[src/rtl/background_tile_writer.sv]
// background_tile_writer: PIO-driven tile-map writer with whole-map clear and a one-entry pending slot.
// Rev 1.0
`default_nettype none

module background_tile_writer #(
  parameter int MAP_COLS = 40,
  parameter int MAP_ROWS = 30,
  parameter int ADDR_W   = 11
) (
  input  logic              clk,
  input  logic              reset_n,
  input  logic [4:0]        pio_cmd,
  output logic              wr_en,
  output logic [ADDR_W-1:0] wr_addr,
  output logic [3:0]        wr_data,
  output logic              busy,
  output logic              overflow,
  output logic [ADDR_W-1:0] cursor
);

  localparam logic [ADDR_W-1:0] LAST_CELL  = ADDR_W'(MAP_COLS * MAP_ROWS - 1);
  localparam logic [3:0]        CLEAR_CODE = 4'hF;

  typedef enum logic [0:0] {
    IDLE  = 1'b0,
    CLEAR = 1'b1
  } state_t;

  state_t            state_q, state_d;
  logic              prev_tog_q, prev_tog_d;
  logic [ADDR_W-1:0] cursor_q, cursor_d;
  logic [ADDR_W-1:0] clr_cnt_q, clr_cnt_d;
  logic              pend_valid_q, pend_valid_d;
  logic [3:0]        pend_code_q, pend_code_d;
  logic              wr_en_q, wr_en_d;
  logic [ADDR_W-1:0] wr_addr_q, wr_addr_d;
  logic [3:0]        wr_data_q, wr_data_d;
  logic              busy_q, busy_d;
  logic              overflow_q, overflow_d;

  logic              req;
  logic              exec_valid;
  logic [3:0]        exec_code;

  always_comb begin
    state_d      = state_q;
    prev_tog_d   = pio_cmd[4];
    cursor_d     = cursor_q;
    clr_cnt_d    = clr_cnt_q;
    pend_valid_d = pend_valid_q;
    pend_code_d  = pend_code_q;
    wr_en_d      = 1'b0;
    wr_addr_d    = wr_addr_q;
    wr_data_d    = wr_data_q;
    busy_d       = 1'b0;
    overflow_d   = overflow_q;
    req          = (pio_cmd[4] != prev_tog_q);
    exec_valid   = 1'b0;
    exec_code    = pend_code_q;

    case (state_q)
      IDLE: begin
        // A held request always goes first; a fresh one arriving now takes its slot.
        if (pend_valid_q) begin
          exec_valid   = 1'b1;
          exec_code    = pend_code_q;
          pend_valid_d = req;
          if (req) pend_code_d = pio_cmd[3:0];
        end else if (req) begin
          exec_valid = 1'b1;
          exec_code  = pio_cmd[3:0];
        end

        if (exec_valid) begin
          if (exec_code == CLEAR_CODE) begin
            state_d   = CLEAR;
            clr_cnt_d = '0;
          end else begin
            wr_en_d   = 1'b1;
            wr_addr_d = cursor_q;
            wr_data_d = exec_code;
            cursor_d  = (cursor_q == LAST_CELL) ? '0 : cursor_q + ADDR_W'(1);
          end
        end
      end

      CLEAR: begin
        wr_en_d   = 1'b1;
        busy_d    = 1'b1;
        wr_addr_d = clr_cnt_q;
        wr_data_d = 4'h0;
        clr_cnt_d = clr_cnt_q + ADDR_W'(1);
        if (clr_cnt_q == LAST_CELL) begin
          state_d   = IDLE;
          cursor_d  = '0;
          clr_cnt_d = '0;
        end

        if (req) begin
          if (pend_valid_q) begin
            overflow_d = 1'b1;
          end else begin
            pend_valid_d = 1'b1;
            pend_code_d  = pio_cmd[3:0];
          end
        end
      end

      default: state_d = IDLE;
    endcase
  end

  always_ff @(posedge clk or negedge reset_n) begin
    if (!reset_n) begin
      state_q      <= IDLE;
      prev_tog_q   <= 1'b0;
      cursor_q     <= '0;
      clr_cnt_q    <= '0;
      pend_valid_q <= 1'b0;
      pend_code_q  <= 4'h0;
      wr_en_q      <= 1'b0;
      wr_addr_q    <= '0;
      wr_data_q    <= 4'h0;
      busy_q       <= 1'b0;
      overflow_q   <= 1'b0;
    end else begin
      state_q      <= state_d;
      prev_tog_q   <= prev_tog_d;
      cursor_q     <= cursor_d;
      clr_cnt_q    <= clr_cnt_d;
      pend_valid_q <= pend_valid_d;
      pend_code_q  <= pend_code_d;
      wr_en_q      <= wr_en_d;
      wr_addr_q    <= wr_addr_d;
      wr_data_q    <= wr_data_d;
      busy_q       <= busy_d;
      overflow_q   <= overflow_d;
    end
  end

  assign wr_en    = wr_en_q;
  assign wr_addr  = wr_addr_q;
  assign wr_data  = wr_data_q;
  assign busy     = busy_q;
  assign overflow = overflow_q;
  assign cursor   = cursor_q;

endmodule

`default_nettype wire

[config.mk]
export PLATFORM = sky130hd
export DESIGN_NAME = background_tile_writer
export DESIGN_NICKNAME = d
export VERILOG_FILES = /design/src/rtl/background_tile_writer.sv
export SDC_FILE = /design/constraint.sdc
export NUM_CORES = 1
export LEC_CHECK = 0
export ABC_AREA = 1
export BUFFER_PORTS_ARGS = -buffer_cell sky130_fd_sc_hd__buf_2
export CAP_MARGIN = 30
export CELL_PAD_IN_SITES_DETAIL_PLACEMENT = 1
export CELL_PAD_IN_SITES_GLOBAL_PLACEMENT = 1
export CORE_UTILIZATION = 35
export CTS_BUF_LIST = sky130_fd_sc_hd__clkbuf_4
export DETAILED_ROUTE_END_ITERATION = 10
export GPL_TIMING_DRIVEN = 0
export PLACE_DENSITY = 0.8
export SLEW_MARGIN = 20
export SYNTH_ARGS = -nofsm -noshare
export SYNTH_HDL_FRONTEND = slang
export SYNTH_SLANG_ARGS = --single-unit
[constraint.sdc]
create_clock -name clk -period 2.6 [get_ports clk]
set_clock_uncertainty 0.1 [all_clocks]
set_input_delay 0.26 -clock clk [delete_from_list [all_inputs] [get_ports clk]]
set_output_delay 0.26 -clock clk [all_outputs]
set_load 0.02 [all_outputs]
## After elaboration in Yosys (flattened, before gate mapping)

Cells that the tools add are included.

- Output and inout bits: 29
- Flip-flop bits (word level): 47
- Memories kept: 0
- Latch bits: 0
- Memory bits (read-only): 0
- Input port bits: 7
- Bits in writable memories: 0

- $lt $le $gt $ge: 0
- Bitwise logic cells: 1
- Div/mod/pow operators: 0
- $mul: 0
- Eq/ne operators: 11
- $add $sub $neg: 2
- Mux-type cells: 36
- Shift operators: 0
- Reduce and logical (&&, ||, !) cells: 5

Operator list:

| operator | count |
|---|---|
| 2-to-1 mux 11 bit | 9 |
| case mux 11 bit (2 select lines) | 3 |
| 2-to-1 mux 4 bit | 8 |
| adder 11 x 1 -> 11 bit, second input constant | 2 |
| == test 11 bit, second input constant | 2 |
| case mux 4 bit (2 select lines) | 2 |
| 2-to-1 mux 1 bit | 11 |
| inequality test 2 bit, second input constant | 5 |
| AND reduction 3 bit | 3 |
| case mux 1 bit (2 select lines) | 3 |
| == test 4 bit, second input constant | 1 |
| inequality test 2 x 1 -> 1 bit, second input constant | 2 |
| AND reduction 2 bit | 2 |
| inequality test 1 bit | 1 |
| NOT 1 bit | 1 |

## Depth between registers and ports, before layout

Gate-level depths: netlist of run 1.

- Depth in word-level cells: 8
- Depth in mapped cells: 13
- Gate-level depth less buffers: 12

## Worst setup path after synthesis of run 1

Ideal clock, no wire load.

- Path kind: reg2reg
- Start point: reg cursor_q[1], in the netlist cursor[1]
- End point: reg cursor_q[8], in the netlist cursor[8]
- Setup slack: 0.907 ns
- Data required time: 2.434 ns
- Arrival time: 1.527 ns
- Stages on the path, launching flop included: 10
- Path buffers: 0
- Cells stage by stage: dfrtp_1 ha_1 nand3_1 nor2_1 nand2_1 o21ai_0 nand2_1 nor2_1 nand4_1 nand2_1

- Cells in the longest elaborated chain, start to end: 5
- Elaborated cells between the ends (all ways): 6
- Classes of those cells: add/sub: 1; eq/ne: 1; mux: 4

Ends and longest elaborated chain:

| element | RTL line | RTL |
|---|---|---|
| from (decl) | 31 | `logic [ADDR_W-1:0] cursor_q, cursor_d;` |
| from (signal assigned) | 129 | `cursor_q <= cursor_d;` |
| adder 11 x 1 -> 11 bit or == test 11 bit (tied branches) | 82 | `cursor_d = (cursor_q == LAST_CELL) ? '0 : cursor_q + ADDR_W'(1);` |
| 2-to-1 mux 11 bit * | 82 |  |
| 2-to-1 mux 11 bit * | 75 | `if (exec_code == CLEAR_CODE) begin` |
| 2-to-1 mux 11 bit * | 74 | `if (exec_valid) begin` |
| case mux 11 bit (2 select lines) * | 61 | `case (state_q)` |

Mark *: on every way between the ends. The rest lies on a longest branch, timed or not. The select of a mux whose other input is x is not followed.
A chain may end at the register's enable or synchronous reset.

## Worst setup path after layout of run 1

- Start point: reg state_q
- End point: reg wr_addr_q[5], in the netlist wr_addr[5]

- Cells in the longest elaborated chain, start to end: 3
- Elaborated cells between the ends (all ways): 5
- Classes of those cells: eq/ne: 2; mux: 1; bitwise: 1; reduce/logical: 1

Ends and longest elaborated chain:

| element | RTL line | RTL |
|---|---|---|
| from (decl) | 29 | `state_t state_q, state_d;` |
| from (signal assigned) | 127 | `state_q <= state_d;` |
| NOT 1 bit | -- |  |
| inequality test 2 bit (no line) | -- |  |
| AND reduction 2 bit (no line) | -- |  |
| to (signal assigned) | 134 | `wr_addr_q <= wr_addr_d;` |
| to (decl) | 36 | `logic [ADDR_W-1:0] wr_addr_q, wr_addr_d;` |

Several ways; a longest one is shown, not always the timed one.

==> out/results.tsv, run 1 <==
metric	value	unit
clock slew at reported path FFs	0.15	ns
placed insts	490	
H-tree levels	2	
DRC viols	0	
CP peak stage delay	0.49	ns
Tmin final	2.019	ns
initial antenna violation count	0	
pin count of the biggest net entering global routing	28	
Setup WS pre-CTS	0.6332	ns
Finished Core Util	42.16	%
CP max stage cell	dfrtp_1	
post-route setup TNS	0	ns
post-cts sizing count	0	
Synth-to-Final Area Change	16.17	%
Mapped Area	0.002646	mm^2
Net Sw Power	0.3492	mW
Vias	2542	
final worst slack	0.5806	ns
Syn Inst Count	355	
die height	88.95	um
CTS sink count	47	
Max VDD drop	0.1555	mV
hpwl dp	5.507	mm
Die W	88.95	um
Netlist cell types	25	
Top FF cell, synth	dfrtp_1	
NumNets Final	410	
# IOs	36	
final setup vio count	0	
ANT nets after route	0	
number of synthesized register bits	47	
reported leakage power	1.477	nW
total grt overflow	0	
Synth async-reset ratio	100.0	%
share of layout cells above drive strength 1	16.46	%
first-pass GRT wire length	12.71	mm
vias in the first global route	2690	
Pre-antenna DRT Iters	4	
critical-path cell list	inv_1, buf_2, clkbuf_1, o21ai_0, nand2_1, nand2_1	
Final period util	77.67	%
row count	31	
Synth warnings	0	
Setup crit start	state_q	
total wire length	7.381	mm
hold path start	pio_cmd[2]	
routed vias/inst	5.084	
Layout Cells excl Fill	500	
sequential area share after synthesis	44.44	%
Root Driver	clkbuf_4	
Worst slew margin	55.18	%
Crit path required time	2.78	ns
sequential fraction of design power	56.5	%
crit path DAT	2.20	ns
kind of critical path	reg -> reg	
CP Capture Type	register	
TritonCTS clock tree	done	
final count of hold timing violations	0	
part of the power in combinational logic	8.9	%
number of synthesized flops with an enable pin	0	
Mean Syn Cell Area	7.454	um^2
Port Buf Inserts	35	
Clock Power Share	34.6	%
RSZ-0062 raised after global routing	no	
fill count	966	
n_diodes	0	
drt wl/cell	14.76	um
status	complete, no violations	
placed cell area	0.002973	mm^2
RD Place Congestion	0.8589	
Pwr per Cell Area	434.4	mW/mm^2
core box area	0.007292	mm^2
total global-route track usage	20.94	%
deepest clock path buffer count	2	
final instance area	0.003074	mm^2
Starting DRT DRC Count	78	
number of max-cap violations	0	
crit-path most repeated cell	nand2_1	
fmax	0.4952	GHz
Switching Fraction	26.15	%
fin. max-slew vios	0	
r2r startpoint	state_q	
clk_lat worst skew	0.37	ns
CTS buffer count	5	
Initial Utilization	36.29	%
hold crit path type	in -> reg	
Worst Setup Start Kind	register	
Pint	0.9862	mW
largest fanout on the critical path	10	
Worst-Margin Slew	0.6723	ns
Post-Syn Nets	365	
Total Die Area	0.007912	mm^2
state kept, by name, summed over array words and instances (netlist names), 4 cells and up:
name	count
cursor	11
pend_code_q	4
clr_cnt_q	11
wr_addr	11
wr_data	4
placed cells by master (no fill, tap or decap), types with 4 or more instances in the layout:
| cell | netlist | routed |
|---|---|---|
| nor2_1 | 25 | 25 |
| nand2_2 | 9 | 9 |
| nand2_1 | 101 | 101 |
| buf_2 | 3 | 38 |
| clkbuf_1 | 8 | 8 |
| clkbuf_4 | 0 | 5 |
| nand4_1 | 18 | 18 |
| o21ai_0 | 30 | 30 |
| dfrtp_1 | 47 | 47 |
| nor3_1 | 9 | 9 |
| nand3_1 | 46 | 46 |
| inv_1 | 30 | 30 |
| o211ai_1 | 4 | 4 |
worst max-delay path, delay by kind of cell, from the launching register on:
| kind | cells | cell delay [ns] |
|---|---|---|
| buffers and inverters | 3 | 0.95 |
| AOI/OAI and AO/OA | 1 | 0.22 |
| DFF | 1 | 0.49 |
| and+or+nand+nor | 2 | 0.17 |
cells in the mapped netlist (4+ instances only):
cell type / number / area share (%)
nor2_1: 25 / 3.5
nand4_1: 18 / 4.3
nor3_1: 9 / 1.7
dfrtp_1: 47 / 44
nand2_1: 101 / 14
inv_1: 30 / 4.3
o211ai_1: 4 / 1.1
nand3_1: 46 / 8.7
clkbuf_1: 8 / 1.1
o21ai_0: 30 / 5.7
nand2_2: 9 / 2.1
metal layers:
metal / vias to the layer above / global-route usage [%] / wire, um
met4: 0 / 6.349 / 104
met1: 1241 / 27.82 / 3683
met3: 8 / 3.416 / 189
met5: - / 0 / 0
met2: 32 / 35.24 / 3403
li1: 1261 / - / -
worst paths after layout:
path | endpoint | slack [ns] | cells past startpoint
hold / removal | pend_code_q[2] | 0.06 | 3
setup / recovery | wr_addr[5] | 0.58 | 6
setup reg to reg | wr_addr[5] | 0.58 | 6
hold reg to reg | overflow | 0.38 | 1
min in group asynchronous | busy | 0.34 | 2
max in group asynchronous | clr_cnt_q[1] | 1.52 | 3
cell families after synthesis:
| family | count (synthesis) | synth area share, % |
|---|---|---|
| simple gates | 215 | 37.30 |
| buf+inv | 47 | 7.376 |
| flops | 47 | 44.44 |
| compound gates | 37 | 7.470 |
| xor+xnor | 6 | 1.986 |
| fa+ha+maj | 3 | 1.419 |
metrics by stage:
stage          hold WS (ns)  total power, mW
4_1_cts             0.04869            1.353
2_1_floorplan       -0.1356           0.8404
6_report            0.06240            1.335
3_5_place_dp         0.2436           0.8869
5_1_grt             0.05142            1.392
3_3_place_gp         0.3273           0.8761
power by group through the flow:
stage | clock [mW] | combinational, mW | sequential [mW]
final | 0.462 | 0.119 | 0.754
after floorplan | 0 | 0.0747 | 0.766
after CTS | 0.477 | 0.121 | 0.755
after detailed placement | 0 | 0.118 | 0.769
after global placement | 0 | 0.109 | 0.767
after global routing | 0.502 | 0.133 | 0.757
timing repair:
| item | CTS | global route |
|---|---|---|
| setup buffers | 0 | 0 |
| endpoints found under the hold margin | 27 | 0 |
| hold buffers | 2 | 0 |
layout make-up:
type                            instances  area (um^2)  area share, %
Sequential cell                        47         1176          38.26
Timing Repair Buffer                   38        222.7          7.245
Buffer                                 15        75.07          2.442
Clock inverter                          3        43.79          1.425
Inverter                               32        120.1          3.907
Multi-Input combinational cell        261         1275          41.47
Clock buffer                            5        37.54          1.221
Tap cell                               99        123.9          4.029
Power figures use the tool's default switching activity.
==> run 2, diff against run 1 <==
==> constraint.sdc (replaced) <==
create_clock -name clk -period 2 [get_ports clk]
set_clock_uncertainty 0.1 [all_clocks]
set_input_delay 0.2 -clock clk [delete_from_list [all_inputs] [get_ports clk]]
set_output_delay 0.2 -clock clk [all_outputs]
set_load 0.02 [all_outputs]
==> run 2 against run 1 <==
Compared with the run above:
- die area is the same
- power grew 30%
- setup slack lost 0.42 ns
- highest routed layer unchanged
==> out/results.tsv, run 2 (same netlist as run 1, synthesis figures left out) <==
metric	value	unit	change
status	complete, no violations		
fmax	0.5428	GHz	
reported leakage power	1.497	nW	+1.3%
kind of critical path	in -> reg		
H-tree levels	2		unchanged
Top Usage Layer GRT	met2		
first-pass GRT wire length	12.73	mm	+0.17%
GRT met2 Usage	35.38	%	+0.14 points
area of the multi-input gates	0.001295	mm^2	+1.6%
CP max stage cell	dlygate4sd3_1		
total global-route track usage	20.98	%	+0.039 points
total wire length	7.445	mm	+0.87%
drt wl/cell	14.80	um	+0.27%
pin count of the biggest net entering global routing	28		unchanged
most frequent cells in the layout	98 x nand2_1, 46 x nand3_1, 46 x dfrtp_1		
largest fanout on the critical path	10		unchanged
Worst-Margin Slew	0.6682	ns	-0.004096 ns
Initial Utilization	36.29	%	unchanged
routed vias/inst	5.085		about the same
DRC viols	0		unchanged
reg2reg end	clr_cnt_q[7]		
# IOs	36		unchanged
placed insts	490		unchanged
Synth-to-Final Area Change	18.39	%	
most common cell after layout, fill and taps aside	nand2_1		
WP buf/inv	4		+1
Hold EP	pend_code_q[1]		
WHS	0.01390	ns	-0.04850 ns
CTS sink count	47		unchanged
Worst Setup Start Kind	primary input		
Port Buf Inserts	35		unchanged
number of max-cap violations	0		unchanged
CP Capture Type	register		
core box area	0.007292	mm^2	unchanged
Vias	2558		+0.63%
fin. max-slew vios	0		unchanged
NumNets Final	413		+0.73%
Die W	88.95	um	unchanged
Pwr per Cell Area	555.6	mW/mm^2	+28%
deepest clock path buffer count	2		unchanged
initial antenna violation count	0		unchanged
row count	31		unchanged
CTS buffer count	5		unchanged
CP peak stage delay	0.53	ns	+0.04 ns
ANT nets after route	0		unchanged
RD Place Congestion	0.8589		unchanged
final count of hold timing violations	0		unchanged
Layout Cells excl Fill	503		+0.60%
worst reg-to-reg path cell count	7		+1
Pre-antenna DRT Iters	4		unchanged
R2R Setup Slk	0.17	ns	-0.41 ns
clk_lat worst skew	0.37	ns	about the same
Worst slew margin	55.45	%	+0.27 points
vias in the first global route	2696		+0.22%
Max VDD drop	0.2025	mV	+30%
Seq. cell area	0.001177	mm^2	+0.11%
Root Driver	clkbuf_4		
fill count	965		-0.10%
Starting DRT DRC Count	93		+19%
met3 Use GR	3.416	%	unchanged
Tmin final	1.842	ns	
Final period util	92.11	%	
hold path start	pio_cmd[1]		
total grt overflow	0		unchanged
hold crit path type	in -> reg		
die height	88.95	um	unchanged
final setup vio count	0		unchanged
clock slew at reported path FFs	0.15	ns	about the same
n_diodes	0		unchanged
hpwl dp	5.507	mm	unchanged
TritonCTS clock tree	done		
Crit path required time	2.18	ns	-0.60 ns
crit-path most repeated cell	nand2_1		
Finished Core Util	42.96	%	+0.81 points
total power	1.741	mW	+30%
share of layout cells above drive strength 1	18.07	%	+1.6 points
RSZ-0062 raised after global routing	no		
post-route setup TNS	0	ns	unchanged
cell family with most CP delay	simple AND/OR/NAND/NOR gates		
critical-path cell list	dlygate4sd3_1, buf_2, inv_2, nand2_1, nand2_2, nand2_1, nand3_1, nand2_2, nor2_4, nand2_2, nand2_4, nand2_4, buf_6, nand2_1, nand2_1		
met1 usage in global routing	27.82	%	unchanged
r2r startpoint	clr_cnt_q[0]		
crit path DAT	2.02	ns	-0.18 ns
Hold Crit Depth	3		unchanged
Total Die Area	0.007912	mm^2	unchanged
[run 2: worst min-delay path, cell delays in order]
cell and delay, ns:
buf_2 0.09, o211ai_1 0.07, o21ai_0 0.08
[run 2: where the power goes]
group	total (mW)	switching, mW	leakage (nW)	internal (mW)
clock network	0.596	0.332	0.0452	0.264
logic	0.164	0.108	0.867	0.0564
registers	0.981	0.0124	0.585	0.968
[run 2: per-layer routing]
metal / vias to the layer above / wire length, um / part of all wire, %
met4: 0 / 67 / 0.90
met5: - / 0 / 0
met2: 33 / 3501 / 47
met3: 5 / 203 / 2.7
li1: 1264 / - / -
met1: 1256 / 3672 / 49
[run 2: layout make-up]
cell class | instances | area share, %
multi-input combinational | 261 | 41.33
sequential | 47 | 37.58
timing repair buffer | 41 | 7.987
tap | 99 | 3.954
inverter | 32 | 3.834
buffer | 15 | 2.716
clock inverter | 3 | 1.398
clock buffer | 5 | 1.198
[run 2: worst max path at each step]
stage	end	cells past startpoint	startpoint	slack (ns)
global route	cursor[0]	9	clr_cnt_q[0]	0.01
CTS	wr_addr[5]	6	state_q	0.01
detailed placement	wr_addr[1]	6	state_q	0.03
global placement	wr_addr[1]	6	state_q	0.009
finish	wr_addr[3]	15	pio_cmd[4]	0.16
floorplan	cursor[8]	9	cursor[1]	0.31
[run 2: timing repair]
| item | 4_1_cts | 5_1_grt |
|---|---|---|
| endpoints found under the hold margin | 28 | 1 |
| setup endpoints to repair | 0 | 32 |
| resized for setup | 0 | 12 |
| hold buffers | 3 | 1 |
| buffers inserted | 0 | 1 |
[run 2: metrics by stage]
step | instance area [um^2] | worst slack, ns
3_5_place_dp | 2973 | 0.03317
6_report | 3133 | 0.1578
4_1_cts | 3084 | 0.01304
3_3_place_gp | 2945 | 0.009196
5_1_grt | 3133 | 0.01258
2_1_floorplan | 2646 | 0.3068
==> run 3, diff against run 2 <==
--- a/config.mk
+++ b/config.mk
@@ -6,7 +6,7 @@
 export NUM_CORES = 1
 export LEC_CHECK = 0
 export ABC_AREA = 1
-export BUFFER_PORTS_ARGS = -buffer_cell sky130_fd_sc_hd__buf_2
+export BUFFER_PORTS_ARGS = -buffer_cell sky130_fd_sc_hd__clkbuf_2
 export CAP_MARGIN = 30
 export CELL_PAD_IN_SITES_DETAIL_PLACEMENT = 1
 export CELL_PAD_IN_SITES_GLOBAL_PLACEMENT = 1
@@ -19,3 +19,4 @@
 export SYNTH_ARGS = -nofsm -noshare
 export SYNTH_HDL_FRONTEND = slang
 export SYNTH_SLANG_ARGS = --single-unit
+export TNS_END_PERCENT = 1
==> run 3 against run 2 <==
Compared with the run above:
- combinational power shrank 5%
- die area is the same
- sequential power is essentially flat
- hold slack gained 0.0030 ns
- largest power group unchanged
- highest routed layer unchanged
==> out/results.tsv, run 3 (same netlist as run 1, synthesis figures left out) <==
metric	value	unit	change
final setup vio count	0		unchanged
Crit path required time	2.22	ns	+0.04 ns
Layout Cells excl Fill	502		-0.20%
hold path start	pio_cmd[1]		
r2r startpoint	cursor[0]		
Vias	2586		+1.1%
die height	88.95	um	unchanged
first-pass GRT wire length	13.13	mm	+3.1%
final count of hold timing violations	0		unchanged
met2 routed WL	3.713	mm	+6.1%
placed insts	489		-0.20%
RD Place Congestion	0.8614		+0.29%
Port Buf Inserts	35		unchanged
H-tree levels	2		unchanged
crit path DAT	2.04	ns	+0.02 ns
most common cell after layout, fill and taps aside	nand2_1		
reported leakage power	1.480	nW	-1.1%
pin count of the biggest net entering global routing	48		+71%
total wire length	7.746	mm	+4.0%
fin. max-slew vios	0		unchanged
CTS buffer count	5		unchanged
worst reg-to-reg path cell count	9		+2
total power	1.865	mW	+7.2%
hpwl dp	5.516	mm	+0.15%
largest fanout on the critical path	4		-6
vias in the first global route	2717		+0.78%
Pre-antenna DRT Iters	4		unchanged
share of layout cells above drive strength 1	18.11	%	+0.045 points
wl on met1	3.725	mm	+1.4%
clk_lat worst skew	0.36	ns	about the same
total global-route track usage	21.64	%	+0.66 points
Worst Setup Start Kind	register		
initial antenna violation count	0		unchanged
RSZ-0062 raised after global routing	yes		
n_diodes	0		unchanged
Worst-Margin Slew	0.6866	ns	+0.01835 ns
NumNets Final	412		-0.24%
CTS sink count	47		unchanged
post-route setup TNS	0	ns	unchanged
routed vias/inst	5.151		+1.3%
final worst slack	0.1744	ns	+0.01657 ns
core box area	0.007292	mm^2	unchanged
placed cell area	0.002948	mm^2	-0.84%
deepest clock path buffer count	2		unchanged
final instance area	0.003128	mm^2	-0.16%
TritonCTS clock tree	done		
Finished Core Util	42.90	%	-0.069 points
drt wl/cell	15.43	um	+4.3%
kind of critical path	reg -> reg		
ANT nets after route	0		unchanged
row count	31		unchanged
WHS	0.01694	ns	+0.003044 ns
Max VDD drop	0.2432	mV	+20%
total grt overflow	0		unchanged
Final period util	91.28	%	-0.83 points
Worst slew margin	54.23	%	-1.2 points
Tmin final	1.826	ns	-0.01657 ns
Die W	88.95	um	unchanged
Initial Utilization	36.29	%	unchanged
Synth-to-Final Area Change	18.20	%	
Hold Crit Depth	3		unchanged
Starting DRT DRC Count	100		+7.5%
hold crit path type	in -> reg		
Setup crit start	cursor[0]		
CP Capture Type	register		
number of max-cap violations	0		unchanged
Pwr per Cell Area	596.3	mW/mm^2	+7.3%
fmax	0.5478	GHz	+0.91%
# IOs	36		unchanged
most frequent cells in the layout	98 x nand2_1, 46 x nand3_1, 45 x dfrtp_1		
clock slew at reported path FFs	0.15	ns	about the same
Setup WS pre-CTS	-0.02478	ns	-0.05795 ns
max layer used	met4		
met3 wire length	233	um	+15%
fill count	961		-0.41%
status	complete, no violations		
DRC viols	0		unchanged
Total Die Area	0.007912	mm^2	unchanged
Root Driver	clkbuf_4		
[run 3: final cells by class]
| class | instances | area, um^2 | share of cell area (%) |
|---|---|---|---|
| clock inverter | 3 | 67.56 | 2.160 |
| clock buffer | 5 | 37.54 | 1.200 |
| tap | 99 | 123.9 | 3.960 |
| sequential | 47 | 1179 | 37.68 |
| buffer | 15 | 85.08 | 2.720 |
| multi-input combinational | 261 | 1290 | 41.24 |
| inverter | 32 | 120.1 | 3.840 |
| timing repair buffer | 40 | 225.2 | 7.200 |
[run 3: what timing repair did]
item	in CTS	in global routing
pin swaps	0	0
gates resized for setup	1	10
setup buffers	0	1
endpoints found under the setup margin	2	26
endpoints found under the hold margin	49	1
hold buffers	3	1
[run 3: per-layer routing]
layer  vias up  GRT usage, %
met1      1269         28.65
met3         4         2.770
met2        49         37.62
met5         -             0
met4         0         5.483
li1       1264             -
[run 3: critical path, cell delays in order (launching register included)]
cell and delay [ns]:
dfrtp_1 0.41, ha_1 0.24, nand3_1 0.17, nor2_2 0.16
nand2_1 0.11, o21ai_0 0.19, nand2_1 0.07, nor2_1 0.11
nand4_1 0.12, nand2_1 0.10
[run 3: power breakdown]
group	switching (mW)	internal, mW	leakage (nW)
Sequential	0.0114	0.968	0.583
Clock	0.341	0.389	0.0514
Combinational	0.107	0.0483	0.845
Total	0.460	1.41	1.48
[run 3: path summary, 6_finish.rpt]
check	end	slack [ns]
worst max-delay path	cursor[8]	0.17
worst min-delay path	pend_code_q[1]	0.02
worst max register to register	cursor[8]	0.17
worst min register to register	overflow	0.38
max in group asynchronous	cursor[1]	0.99
min in group asynchronous	wr_data[0]	0.32
